### config.mk
export PLATFORM = sky130hd
export DESIGN_NAME = decoder_3_8
export DESIGN_NICKNAME = d
export VERILOG_FILES = /design/src/rtl/decoder_3_8.sv
export SDC_FILE = /design/constraint.sdc
export NUM_CORES = 1
export LEC_CHECK = 0
export ABC_AREA = 0
export CAP_MARGIN = 20
export CORE_AREA = 3 3 40 42
export DETAILED_ROUTE_END_ITERATION = 12
export DIE_AREA = 0 0 43 45
export PLACE_DENSITY = 0.66
export SETUP_SLACK_MARGIN = 0.3
export SLEW_MARGIN = 20
export SYNTH_ARGS = -nofsm -noshare
export SYNTH_HDL_FRONTEND = slang
export SYNTH_SLANG_ARGS = --single-unit
### constraint.sdc
create_clock -name clk -period 1.65 [get_ports clk]
set_input_delay 0.33 -clock clk [delete_from_list [all_inputs] [get_ports clk]]
set_output_delay 0.33 -clock clk [all_outputs]
set_load 0.005 [all_outputs]
### src/rtl/decoder_3_8.sv
// Registered 3-to-8 decoder with enable, selectable output polarity and valid flag.
// Define DECODER_CHG_EN to add the registered code-change pulse output chg.
module decoder_3_8 #(
   parameter bit ACTIVE_LOW = 1'b0
) (
   input  logic       clk,
   input  logic       rst,
   input  logic       en,
   input  logic       a,
   input  logic       b,
   input  logic       c,
   output logic [7:0] out,
   output logic       out_vld
`ifdef DECODER_CHG_EN
   ,
   output logic       chg
`endif
);

   logic [2:0] idx_p0;

   function automatic logic [7:0] decode(input logic [2:0] idx);
      logic [7:0] oh;
      oh = 8'h01 << idx;
      return ACTIVE_LOW ? ~oh : oh;
   endfunction

   function automatic logic [7:0] idle_code();
      return ACTIVE_LOW ? 8'hFF : 8'h00;
   endfunction

   assign idx_p0 = {a, b, c};

   // p0 -> p1: sample code on enabled edges, otherwise hold
   always_ff @(posedge clk) begin
      if (rst) begin
         out     <= idle_code();
         out_vld <= 1'b0;
      end else if (en) begin
         out     <= decode(idx_p0);
         out_vld <= 1'b1;
      end
   end

`ifdef DECODER_CHG_EN
   logic [2:0] idx_p1;

   // out_vld doubles as "a code has been loaded since reset", so the first load always pulses
   always_ff @(posedge clk) begin
      if (rst) begin
         chg    <= 1'b0;
         idx_p1 <= 3'd0;
      end else if (en) begin
         chg    <= !out_vld || (idx_p0 != idx_p1);
         idx_p1 <= idx_p0;
      end else begin
         chg    <= 1'b0;
      end
   end
`endif

endmodule

==> results of run 1 <==
## cell usage in the layout, fill, tap and decap left out, drive strengths merged
master	n
dfxtp	9
nand4bb	3
nor2	2
buf	4
nand4b	3
nand2b	8
or4b	1
a21oi	8
nand4	1
clkdlybuf4s50	5
clkbuf	4
dlygate4sd2	9
## flip-flops by register name, indices dropped and copies added (netlist names)
register / count
out: 8
out_vld: 1
## power by group
| group | leakage (nW) | internal (W) | total, W | switching (W) |
|---|---|---|---|---|
| combinational | 0.144 | 0.0000333 | 0.0000563 | 0.0000230 |
| clock | 0.0150 | 0.0000930 | 0.000166 | 0.0000730 |
| sequential | 0.0733 | 0.000224 | 0.000227 | 0.00000276 |
## cell families after synthesis
kind of cell	share of synthesized area
buffers and inverters	0.0241
flip-flops	0.497
AO/OA/AOI/OAI	0.110
AND/OR/NAND/NOR	0.369
## critical path: cells and delay by family
kind,cells,cell delay [ns]
buffers and inverters,1,0.43
AND/OR/NAND/NOR,1,0.52
AO/OA/AOI/OAI,1,0.12
## final cells by class
| class | instances | share of cell area |
|---|---|---|
| flip-flops and latches | 9 | 0.323 |
| multi-input cells | 26 | 0.312 |
| well taps | 15 | 0.0336 |
| clock buffers | 4 | 0.0471 |
| repair buffers | 18 | 0.285 |
## final timing paths
| kind | from | to | cells after the start |
|---|---|---|---|
| worst max-delay path | c | out[0] | 3 |
| worst min-delay path | out_vld | out_vld | 2 |
| worst max register to register | out[2] | out[2] | 2 |
| worst min register to register | out_vld | out_vld | 2 |
## routing by layer
| metal | vias up | part of all wire |
|---|---|---|
| met4 | 0 | 0 |
| met1 | 152 | 0.51 |
| met3 | 0 | 0.071 |
| li1 | 172 | - |
| met2 | 10 | 0.42 |
| met5 | - | 0 |
## per-stage QoR
| step | utilization | hold slack [ns] | worst slack, ns |
|---|---|---|---|
| 6_report | 0.434 | 0.466 | 0.429 |
| 5_1_grt | 0.434 | 0.495 | 0.396 |
| 4_1_cts | 0.434 | 0.473 | 0.438 |
| 3_5_place_dp | 0.423 | 0.464 | 0.162 |
| 3_3_place_gp | 0.423 | 0.459 | 0.180 |
| 2_1_floorplan | - | 0.465 | 0.637 |
==> summary.md, run 1 <==
| Metric | Value |
|---|---|
| Status | `finished, final reports clean` |
| Arr. time, crit path | `between 1 and 1.5 ns` |
| Final clock skew | `0 ns` |
| Crit Path Class | `in2reg` |
| Yosys warning total | `0` |
| Synth top area cells | `dfxtp_1, nand2b_1, a21oi_1, nand4bb_1, nand4b_1` |
| First-pass GRT wire length | `~1.3 mm` |
| Leakage Power | `approximately 0.23 nW` |
| Count leader, synth | `dfxtp_1` |
| Vias in the first global route | `~290` |
| Min-delay worst type | `reg2reg` |
| Fraction of registers with async set/reset | `0` |
| Postcts setup bufs | `0` |
| Count of cell types in the netlist | `10` |
| Min Tclk post-route | `1.22 ns` |
| Crit-path slowest cell | `or4b_1` |
| Fin area | `558 um2` |
| Post-synthesis net count | `43` |
| Vias | `~330` |
| Inst Count DP | `68` |
| GRT met2 Usage | `0.114` |
| Die width | `43 um` |
| Maximum net fanout on the critical path | `2` |
| PD cells | `between 800 and 900 nW/um2` |
| Final Non-Filler Cells | `between 70 and 80` |
| Ant. Diodes | `0` |
| Slew at the pin closest to its max-slew limit | `around 0.34 ns` |
| Reg-to-reg setup timing slack | `1.06 ns` |
| Syn Area/Cell | `9.81 um2` |
| Area of the multi-input gates | `about 170 um2` |
| Crit-path cells | `clkdlybuf4s50_1 -> or4b_1 -> a21oi_1` |
| Ports | `15` |
| Overall routed net length | `about 800 um` |
| Initial cell density of the core | `0.282` |
| GRT busiest layer | `met1` |
| Gpl congestion | `0.656` |
| Global route overflow | `0` |
| IO buf count | `14` |
| CTS H-tree depth | `1` |
| Placed cell areas | `approximately 540 um2` |
| CTS sink count | `9` |
| # fillers | `roughly 140` |
| Fin nets | `between 60 and 70` |
| Routed Antenna Nets | `0` |
| Synth top cells by count | `dfxtp_1, a21oi_1, nand2b_1, nand4b_1, nand4bb_1` |
| Total power | `0.000449 W` |
| Worst relative slew slack | `0.774` |
| Skew-Pair Late Insertion Delay | `roughly 0.25 ns` |
| Met1 Use GR | `0.124` |
| Slew Viols, Final | `0` |
| Fin crit share | `0.740` |
| Die footprint | `a little under 2000 um2` |
| Initial DRT Pass Iterations | `3` |
| Avg Vias per Cell | `around 4.6` |
| # DRC | `0` |
| Register area | `roughly 180 um2` |
| CTS root buf | `clkbuf_4` |
| CTS tree | `done` |
| CP Capture Type | `register` |
| Inserted Clock Buffers | `3` |
| Clock buffer depth | `2` |
| P&R area growth vs syn | `53.8%` |
| Fin Setup TNS | `0 ns` |
| Worst vdd ir | `about 0.47 mV` |
| # Max-Cap Violations | `0` |
| Post-synth top area cell | `dfxtp_1` |
| Largest net degree at the start of global routing | `15` |
| Post-synthesis cell count | `37` |
| Max Clk Rate | `roughly 820 MHz` |
| DP Wirelength | `around 560 um` |
| Final hold vios | `0` |
| Crit path launch type | `input pin` |
| Layout cells sized above 1 | `0.123` |
| RSZ-0062 raised after global routing | `false` |
| Cell Area, Synth | `about 360 um2` |
| Final setup viols | `0` |
| Seq/Total Area, Yosys | `0.497` |
| Synth Flop Type | `dfxtp_1` |
| Cts hold-fix bufs | `0` |
| Global-route total usage across every layer | `0.0893` |
| Wire length per cell | `roughly 11 um` |
| Required time worst endpoint | `roughly 1.8 ns` |
| Post-synth EDFFs | `0` |
| Post-CTS Resized | `9` |
| Post-synth top area share | `0.497` |
| Core box area | `1280 um2` |
| Worst path max stage delay | `between 0.5 and 0.6 ns` |
| Clock transition at path regs | `roughly 0.060 ns` |
| FF+latch count, synth | `9` |
| GR Layer Usage met3 | `0.0598` |
| Initial antenna violation count | `0` |
| Die Span Y | `45 um` |
| Rows | `13` |
| Initial detailed-routing violation count | `2` |
(Power assumes the default switching activity.)
==> run 2: changes to the inputs <==
==> constraint.sdc (replaced) <==
create_clock -name clk -period 1.2 [get_ports clk]
set_input_delay 0.24 -clock clk [delete_from_list [all_inputs] [get_ports clk]]
set_output_delay 0.24 -clock clk [all_outputs]
set_load 0.005 [all_outputs]
==> run 2 against run 1 <==
Net effect:
- die area unchanged
- cell count increased by 2.8%
- final area increased by 2.5%
- worst hold slack got worse by 0.19 ns
- sequential power increased by 38%
- via count increased by 3.6%
- combinational power increased by 37%
- sequential cell count unchanged
- non-clock buffer count increased by 2
- utilization increased by 1.1 points
- routed wire length increased by 9.0%
- largest power group unchanged
- highest routed layer unchanged
==> summary.md, run 2 (synthesis gave the netlist of run 1 again) <==
| Metric | Value |
|---|---|
| CTS sink count | `9 (unchanged)` |
| Crit Path Class | `reg2out (was in2reg)` |
| Final hold vios | `0 (unchanged)` |
| WHS | `0.277 ns (was 0.466 ns)` |
| Gpl congestion | `0.661 (was 0.656)` |
| Sw frac | `0.225 (was 0.220)` |
| Worst relative slew slack | `0.772 (was 0.774)` |
| CTS root buf | `clkbuf_4 (unchanged)` |
| Ant. Diodes | `0 (unchanged)` |
| Max reg flops | `8 (unchanged)` |
| Wire length per cell | `12.0 um (was 11.3 um)` |
| Fin nets | `66 (was 64)` |
| Status | `finished, final reports clean (unchanged)` |
| Core box area | `1280 um2 (unchanged)` |
| Skew-Pair Late Insertion Delay | `0.26 ns (was 0.25 ns)` |
| Required time worst endpoint | `0.96 ns (was 1.84 ns)` |
| Die Span Y | `45 um (unchanged)` |
| CP Buf/Inv Count | `1 (unchanged)` |
| Most frequent cells in the layout | `dfxtp_2, nand2b_1, a21oi_1, buf_2, buf_4 (was dfxtp_1, dlygate4sd2_1, nand2b_1, a21oi_1, clkdlybuf4s50_1)` |
| CP Capture Type | `output port (was register)` |
| IO buf count | `14 (unchanged)` |
| # Max-Cap Violations | `0 (unchanged)` |
| Die footprint | `1940 um2 (unchanged)` |
| Inserted Clock Buffers | `3 (unchanged)` |
| Clock power share | `0.370 (about the same)` |
| Largest reg by FF count | `out (unchanged)` |
| # DRC | `0 (unchanged)` |
| Final clock skew | `0 ns (unchanged)` |
| Hold Path Depth | `3 (was 2)` |
| Crit-path slowest cell | `dfxtp_2 (was or4b_1)` |
| Worst path max stage delay | `0.33 ns (was 0.52 ns)` |
| Arr. time, crit path | `0.70 ns (was 1.41 ns)` |
| Initial antenna violation count | `0 (unchanged)` |
| Leakage Power | `0.231 nW (was 0.232 nW)` |
| Overall routed net length | `885 um (was 812 um)` |
| Initial DRT Pass Iterations | `4 (was 3)` |
| Vias | `346 (was 334)` |
| # fillers | `144 (was 141)` |
| Crit. path cell count | `1 (was 3)` |
| Crit path launch type | `register (was input pin)` |
| Min Tclk post-route | `~0.94 ns` |
| CTS tree | `done (unchanged)` |
| Setup WS post-layout | `0.263 ns (was 0.429 ns)` |
| Layout cells sized above 1 | `0.525 (was 0.123)` |
| Largest net degree at the start of global routing | `17 (was 15)` |
| Max Clk Rate | `1070 MHz` |
| Global-route total usage across every layer | `0.104 (was 0.0893)` |
| Number of cells on the worst reg-to-reg path | `3 (was 2)` |
| Gate power share | `0.124 (was 0.125)` |
| Routed Antenna Nets | `0 (unchanged)` |
| Final setup viols | `0 (unchanged)` |
| DP Wirelength | `585 um (was 564 um)` |
| Worst vdd ir | `0.478 mV (was 0.465 mV)` |
| Slew at the pin closest to its max-slew limit | `0.340 ns (was 0.338 ns)` |
| Rows | `13 (unchanged)` |
| Vias in the first global route | `307 (was 285)` |
| Clock buffer depth | `2 (unchanged)` |
| CTS H-tree depth | `1 (unchanged)` |
| Die width | `43 um (unchanged)` |
| Sequential share of power | `0.505 (about the same)` |
| Worst path top cell family by delay | `flip-flops (was simple AND/OR/NAND/NOR gates)` |
| P_sw | `0.000140 W (was 0.0000987 W)` |
| Slew Viols, Final | `0 (unchanged)` |
| Commonest non-fill, non-tap cell in the layout | `dfxtp_2` |
| Initial cell density of the core | `0.282 (unchanged)` |
| Maximum net fanout on the critical path | `2 (unchanged)` |
| First-pass GRT wire length | `1.41 mm (was 1.26 mm)` |
| RSZ-0062 raised after global routing | `true (was false)` |
| Avg Vias per Cell | `4.68 (was 4.64)` |
| Fin crit share | `0.781` |
| Initial detailed-routing violation count | `9 (was 2)` |
| Pre-CTS WS | `-0.226 ns (was 0.162 ns)` |
| Crit-path cells | `buf_6 (was clkdlybuf4s50_1 -> or4b_1 -> a21oi_1)` |
| Top flop regs | `out x8, out_vld x1 (unchanged)` |
| Pint | `0.000481 W (was 0.000350 W)` |
| P&R area growth vs syn | `57.6% (was 53.8%)` |
| Finished Core Util | `0.445 (was 0.434)` |
| Min-delay worst type | `in2reg (was reg2reg)` |
| Global route overflow | `0 (unchanged)` |
| PD cells | `1090 nW/um2 (was 804 nW/um2)` |
| Clock transition at path regs | `0.06 ns (about the same)` |
| Ports | `15 (unchanged)` |
==> run 2: cell count changes in the layout (fill, tap and decap cells not counted) <==
cell	delta
dfxtp_1	-9
dfxtp_2	+9
dlygate4sd2_1	-8
buf_2	+7
buf_6	+4
clkdlybuf4s50_1	-4
buf_4	+2
a21oi_1	-1
a21oi_2	+1
clkdlybuf4s15_1	+1
or4b_1	-1
or4b_4	+1
==> run 2: worst paths after layout <==
check / startpoint / to / slack (ns)
max reg2reg: out[5] / out[5] / 0.53
max: out[0] / out[0] / 0.26
min: b / out[0] / 0.28
min reg2reg: out_vld / out_vld / 0.45
==> run 2: worst min-delay path, cell delays in order <==
cell and delay, ns:
buf_2 0.09, or4b_4 0.12, a21oi_2 0.04
==> run 2: through the flow <==
| stage | area, um2 | cells | TNS [ns] | total power (W) |
|---|---|---|---|---|
| after floorplan | 363 | 37 | 0 | 0.000346 |
| after global placement | 543 | 68 | -0.311 | 0.000401 |
| after detailed placement | 543 | 68 | -0.319 | 0.000401 |
| after CTS | 553 | 74 | 0 | 0.000626 |
| after global routing | 572 | 74 | 0 | 0.000663 |
| final | 572 | 74 | 0 | 0.000621 |
==> run 2: timing repair <==
action | 4_1_cts | 5_1_grt
setup endpoints to repair | 17 | 10
pin swaps | 2 | 1
gates resized for setup | 59 | 3
hold buffers | 0 | 0
setup buffers | 2 | 0
==> run 2: final cells by class <==
type / instances / area, um2 / share of cell area
multi-input combinational: 26 / 181 / 0.317
sequential: 9 / 191 / 0.335
tap: 15 / 18.8 / 0.0328
clock buffer: 4 / 26.3 / 0.0460
timing repair buffer: 20 / 154 / 0.269
==> run 2: per-layer routing <==
metal | share of wire | GRT usage | up-vias
met5 | 0 | 0 | -
met4 | 0 | 0.0361 | 0
met3 | 0.12 | 0.0757 | 0
met2 | 0.43 | 0.141 | 15
met1 | 0.45 | 0.127 | 153
li1 | - | - | 178
==> run 2: power groups by stage <==
stage / Sequential [W] / Clock (W) / Combinational [W]
floorplan: 0.000319 / 0 / 0.0000265
global placement: 0.000319 / 0 / 0.0000825
detailed placement: 0.000319 / 0 / 0.0000822
CTS: 0.000313 / 0.000239 / 0.0000745
global route: 0.000315 / 0.000264 / 0.0000842
finish: 0.000314 / 0.000230 / 0.0000772
